$ cat src/rtl/countdown_display_timer.sv
// MM:SS BCD countdown engine driven by an external one-second tick.
// Optional low-time warning output is built only when COUNTDOWN_WARN_EN is defined.
module countdown_display_timer #(
  parameter logic [15:0] RESET_DIGITS = 16'h0100,
  parameter int          WARN_SECONDS = 10
) (
  input  logic        clk,
  input  logic        rst_n,
  input  logic        one_second_pulse,
  input  logic        load,
  input  logic [15:0] load_digits,
  input  logic        start,
  input  logic        pause,
  output logic [15:0] digits,
  output logic        running,
  output logic        expired,
  output logic        done_pulse,
  output logic        load_err,
  output logic        warn
);

  typedef enum logic [1:0] {
    ST_IDLE    = 2'd0,
    ST_RUNNING = 2'd1,
    ST_PAUSED  = 2'd2,
    ST_EXPIRED = 2'd3
  } state_t;

  if ((WARN_SECONDS < 0) || (WARN_SECONDS > 59)) begin : g_warn_range
    $error("WARN_SECONDS must be within 0..59");
  end

  function automatic logic bcd_valid(input logic [15:0] d);
    return (d[15:12] <= 4'd9) && (d[11:8] <= 4'd9) &&
           (d[7:4] <= 4'd5) && (d[3:0] <= 4'd9);
  endfunction

  // Borrow ripples s1 -> s10 (mod 6) -> m1 -> m10; caller guarantees d != 00:00.
  function automatic logic [15:0] bcd_dec(input logic [15:0] d);
    logic [15:0] r;
    r = d;
    if (d[3:0] != 4'd0) begin
      r[3:0] = d[3:0] - 4'd1;
    end else begin
      r[3:0] = 4'd9;
      if (d[7:4] != 4'd0) begin
        r[7:4] = d[7:4] - 4'd1;
      end else begin
        r[7:4] = 4'd5;
        if (d[11:8] != 4'd0) begin
          r[11:8] = d[11:8] - 4'd1;
        end else begin
          r[11:8]  = 4'd9;
          r[15:12] = d[15:12] - 4'd1;
        end
      end
    end
    return r;
  endfunction

  state_t      state_r, state_s;
  logic [15:0] digits_r, digits_s, dec_s;
  logic        running_r, expired_r, done_r, done_s, load_err_r, load_err_s;
  logic        warn_r, warn_s;

  // Next-state and next-digits selection with load > start > pause > tick priority.
  always_comb begin
    state_s    = state_r;
    digits_s   = digits_r;
    done_s     = 1'b0;
    load_err_s = 1'b0;
    dec_s      = bcd_dec(digits_r);
    if (load) begin
      if (bcd_valid(load_digits)) begin
        digits_s = load_digits;
        state_s  = ST_IDLE;
      end else begin
        load_err_s = 1'b1;
      end
    end else if (start) begin
      case (state_r)
        ST_IDLE, ST_PAUSED: begin
          if (digits_r != 16'h0000) begin
            state_s = ST_RUNNING;
          end else begin
            state_s = state_r;
          end
        end
        default: state_s = state_r;
      endcase
    end else if (pause) begin
      if (state_r == ST_RUNNING) begin
        state_s = ST_PAUSED;
      end else begin
        state_s = state_r;
      end
    end else if (one_second_pulse && (state_r == ST_RUNNING)) begin
      digits_s = dec_s;
      if (dec_s == 16'h0000) begin
        state_s = ST_EXPIRED;
        done_s  = 1'b1;
      end else begin
        state_s = ST_RUNNING;
      end
    end else begin
      state_s = state_r;
    end
  end

`ifdef COUNTDOWN_WARN_EN
  logic [6:0] secs_s;

  // Warning window evaluated on the next digits so it lines up with the digit update.
  always_comb begin
    secs_s = ({3'd0, digits_s[7:4]} * 7'd10) + {3'd0, digits_s[3:0]};
    if (((state_s == ST_RUNNING) || (state_s == ST_PAUSED)) &&
        (digits_s[15:8] == 8'h00) && (secs_s != 7'd0) &&
        (secs_s <= 7'(WARN_SECONDS))) begin
      warn_s = 1'b1;
    end else begin
      warn_s = 1'b0;
    end
  end
`else
  assign warn_s = 1'b0;
`endif

  // State, digits and all flag outputs are registered together.
  always_ff @(posedge clk or negedge rst_n) begin
    if (!rst_n) begin
      state_r    <= ST_IDLE;
      digits_r   <= RESET_DIGITS;
      running_r  <= 1'b0;
      expired_r  <= 1'b0;
      done_r     <= 1'b0;
      load_err_r <= 1'b0;
      warn_r     <= 1'b0;
    end else begin
      state_r    <= state_s;
      digits_r   <= digits_s;
      running_r  <= (state_s == ST_RUNNING);
      expired_r  <= (state_s == ST_EXPIRED);
      done_r     <= done_s;
      load_err_r <= load_err_s;
      warn_r     <= warn_s;
    end
  end

  assign digits     = digits_r;
  assign running    = running_r;
  assign expired    = expired_r;
  assign done_pulse = done_r;
  assign load_err   = load_err_r;
  assign warn       = warn_r;

endmodule

$ cat config.mk
export PLATFORM = sky130hd
export DESIGN_NAME = countdown_display_timer
export DESIGN_NICKNAME = d
export VERILOG_FILES = /design/src/rtl/countdown_display_timer.sv
export SDC_FILE = /design/constraint.sdc
export NUM_CORES = 1
export LEC_CHECK = 0
export CORE_MARGIN = 3
export CORE_UTILIZATION = 62
export DETAILED_ROUTE_END_ITERATION = 6
export DONT_BUFFER_PORTS = 1
export PLACE_DENSITY = 0.78
export SLEW_MARGIN = 25
export SYNTH_ARGS = -nofsm -noshare
export SYNTH_HDL_FRONTEND = slang
export SYNTH_SLANG_ARGS = --single-unit
$ cat constraint.sdc
create_clock -name clk -period 2.99 [get_ports clk]
set_input_delay 0.4485 -clock clk [delete_from_list [all_inputs] [get_ports clk]]
set_output_delay 0.4485 -clock clk [all_outputs]
set_load 0.005 [all_outputs]
==> results.yml <==
outcome:
  status: "completed"
die:
  die_x_um: 55.3
  die_area_um2: 3050
  die_y_um: 55.3
  fp-row-count: 17
  coreArea_um2: 2250
  io_pins: 43
  initial_utilization: 0.667
grt:
  grt_util_all_layers: 0.255
  grt-busiest-layer: "met2"
  grt.met2_usage: 0.422
  grt_start_max_net_pins: 35
  use_met3: 0.0514
  grt_pass1_wl_mm: 6.33
  antenna_found_initial: 0
  use_met1: 0.320
  gr-total-overflow: 0
  grt_pass1_vias: 1361
logic_synthesis:
  synth_edf_count: 0
  synthFlopType: "dfrtp_1"
  syn_nets: 206
  yosysSeqAreaShare: 0.367
  synth.most_common_cell: "dfrtp_1"
  yosys_warnings: 0
  synthTopCellsByArea: "dfrtp_1 35%, a21oi_1 5.7%, o21ai_0 5.0%"
  syn_avg_cell_area_um2: 8.40
  yosysTopAreaCell: "dfrtp_1"
  synthCells: 179
  synthArstFlopShare: 1.00
  ys_ff_latch: 22
  synth_common_cells: "21 x dfrtp_1, 19 x nor2_1, 17 x a21oi_1"
  synth_top_area_frac: 0.349
  yosysUniqueCellTypes: 45
  syn_area_um2: 1500
critical_path:
  worst_path_max_delay_cell: "or4b_4"
  slowest_delay_ns: 0.52
  r2r_slack_ns: 0.61
  r2r_start: "digits[0]"
  crit_path_end_kind: "flip-flop"
  startpoint_type: "flip-flop"
  rr_endpoint: "running"
  required_ns: 3.23
  crit_buf_inv: 1
  crit_family: "simple AND/OR/NAND/NOR gates"
  path_cells: "inv_1 > ha_1 > or4b_4 > nor3_4 > mux2i_1 > nand4_1 > and3b_1"
  path_class: "flip-flop to flip-flop"
  arrival_ns: 2.62
  path_max_fanout: 5
  worstRegToRegCells: 7
timing:
  fin_crit_sh: 0.796
  slew_headroom: 0.641
  drv_slew: 0
  fin_ws_ns: 0.609
  skew_ns: 0.00663
  setup_viol: 0
  setup_tns_ns: 0
  min_period_ns: 2.38
  grt_setup_unrepaired: "false"
  worstMarginPinSlew_ns: 0.532
  fmax_ghz: 0.420
  finalHoldViolCount: 0
layout:
  fillCellCount: 202
  regArea_um2: 552
  drive_gt1_frac: 0.0795
  multi_input_area_um2: 853
  diodes: 0
  area_growth_pct: 3.83
  final_area_um2: 1560
  layout.nets: 204
  final_util: 0.693
power_and_ir_drop:
  power_w: 0.000968
  p_leak_nw: 0.637
  ir_drop_uv: 396
  power.density_nw_per_um2: 620
clock_tree:
  insertion_delay_ns: 0.32
  cts_buffers: 3
  ctsLongestPathBuffers: 2
  clkTransAtPathRegs_ns: 0.14
  cts.sinks: 22
  cts_tree: "built"
  cts-root-buf: "clkbuf_4"
  ctsResizeCount: 0
  htree_levels: 1
drt:
  drt_pass1_iterations: 4
  ant_nets: 0
  drt-initial-drc-count: 74
  vias: 1424
  drc: 0
  wl_per_cell_um: 18.7
  viasPerCell: 6.98
  wirelength_mm: 3.81
placed_design:
  pre_cts_ws_ns: 0.599
  dp_hpwl_mm: 2.76
  post_dp_cell_area_um2: 1500
  numPortBuffers: 0
  place.gp.congestion: 0.882
job:
  max_cap_violations: 0
hold_path:
  hp-class: "input port to async pin"
==> power breakdown <==
part / leakage [nW] / internal, W / switching (W)
registers: 0.268 / 0.000352 / 0.000101
clock network: 0.0279 / 0.000136 / 0.000106
logic: 0.340 / 0.000117 / 0.000156
==> placed cells by master (no fill, tap or decap), drive strengths merged, types with 2 or more instances in the layout <==
cell type	instances
dfrtp	21
nor2	19
a21oi	17
o21ai	15
inv	13
nor3	10
nand2	9
nand4	5
a31oi	5
a22oi	5
ha	5
nand3	4
o21a	3
mux2i	3
o22ai	3
clkbuf	3
nor4b	3
buf	3
nor4	2
nor3b	2
and3b	2
o22a	2
a32oi	2
o211ai	2
or3	2
==> flip-flops by register name (all words and copies together) (netlist names) <==
| name | cells |
|---|---|
| digits | 16 |
| done_pulse | 1 |
| expired | 1 |
| load_err | 1 |
| running | 1 |
| state_r | 2 |
==> through the flow <==
step           hold WS [ns]  cells
2_1_floorplan         0.153    179
3_3_place_gp          0.153    199
3_5_place_dp          0.153    199
4_1_cts               0.169    204
5_1_grt              0.0953    204
6_report             0.0634    204
==> worst register-to-register path, delay by kind of cell (launching register included) <==
kind | cells | cell delay [ns]
and+or+nand+nor | 4 | 1.16
DFF | 1 | 0.46
muxes | 1 | 0.27
adders and majority gates | 1 | 0.25
buffers and inverters | 1 | 0.15
==> cell type report <==
class	instances	share of cell area
clock buffer	3	0.0144
clock inverter	1	0.0192
timing repair buffer	3	0.0128
sequential	22	0.353
tap	28	0.0224
inverter	13	0.0312
multi-input combinational	134	0.546
==> worst max-delay path by stage <==
stage               from      end  slack [ns]  cells after the start
6_report       digits[0]  running        0.61                      7
5_1_grt        digits[0]  running        0.40                      7
4_1_cts        digits[0]  running        0.58                      7
3_5_place_dp   digits[0]  running        0.60                      7
3_3_place_gp   digits[0]  running        0.70                      7
2_1_floorplan  digits[0]  running        0.84                      7
==> kinds of logic after synthesis <==
logic type                 after synthesis  synth area share
other                                    1           0.00249
buffers and inverters                   23            0.0657
muxes                                    3            0.0200
and+or+nand+nor                         63             0.245
adders and majority gates                5            0.0416
AOI/OAI and AO/OA                       62             0.258
DFF                                     22             0.367
==> timing repair <==
action | 4_1_cts | 5_1_grt
hold endpoints to repair | 22 | 0
endpoints found under the setup margin | 0 | 0
setup buffers | 0 | 0
hold buffers | 1 | 0
==> routing by layer <==
metal  share of wire  wire length, um
met5               0                0
met1            0.41             1560
met2            0.47             1790
met4           0.020               75
met3            0.10              387
Power figures use the tool's default switching activity.
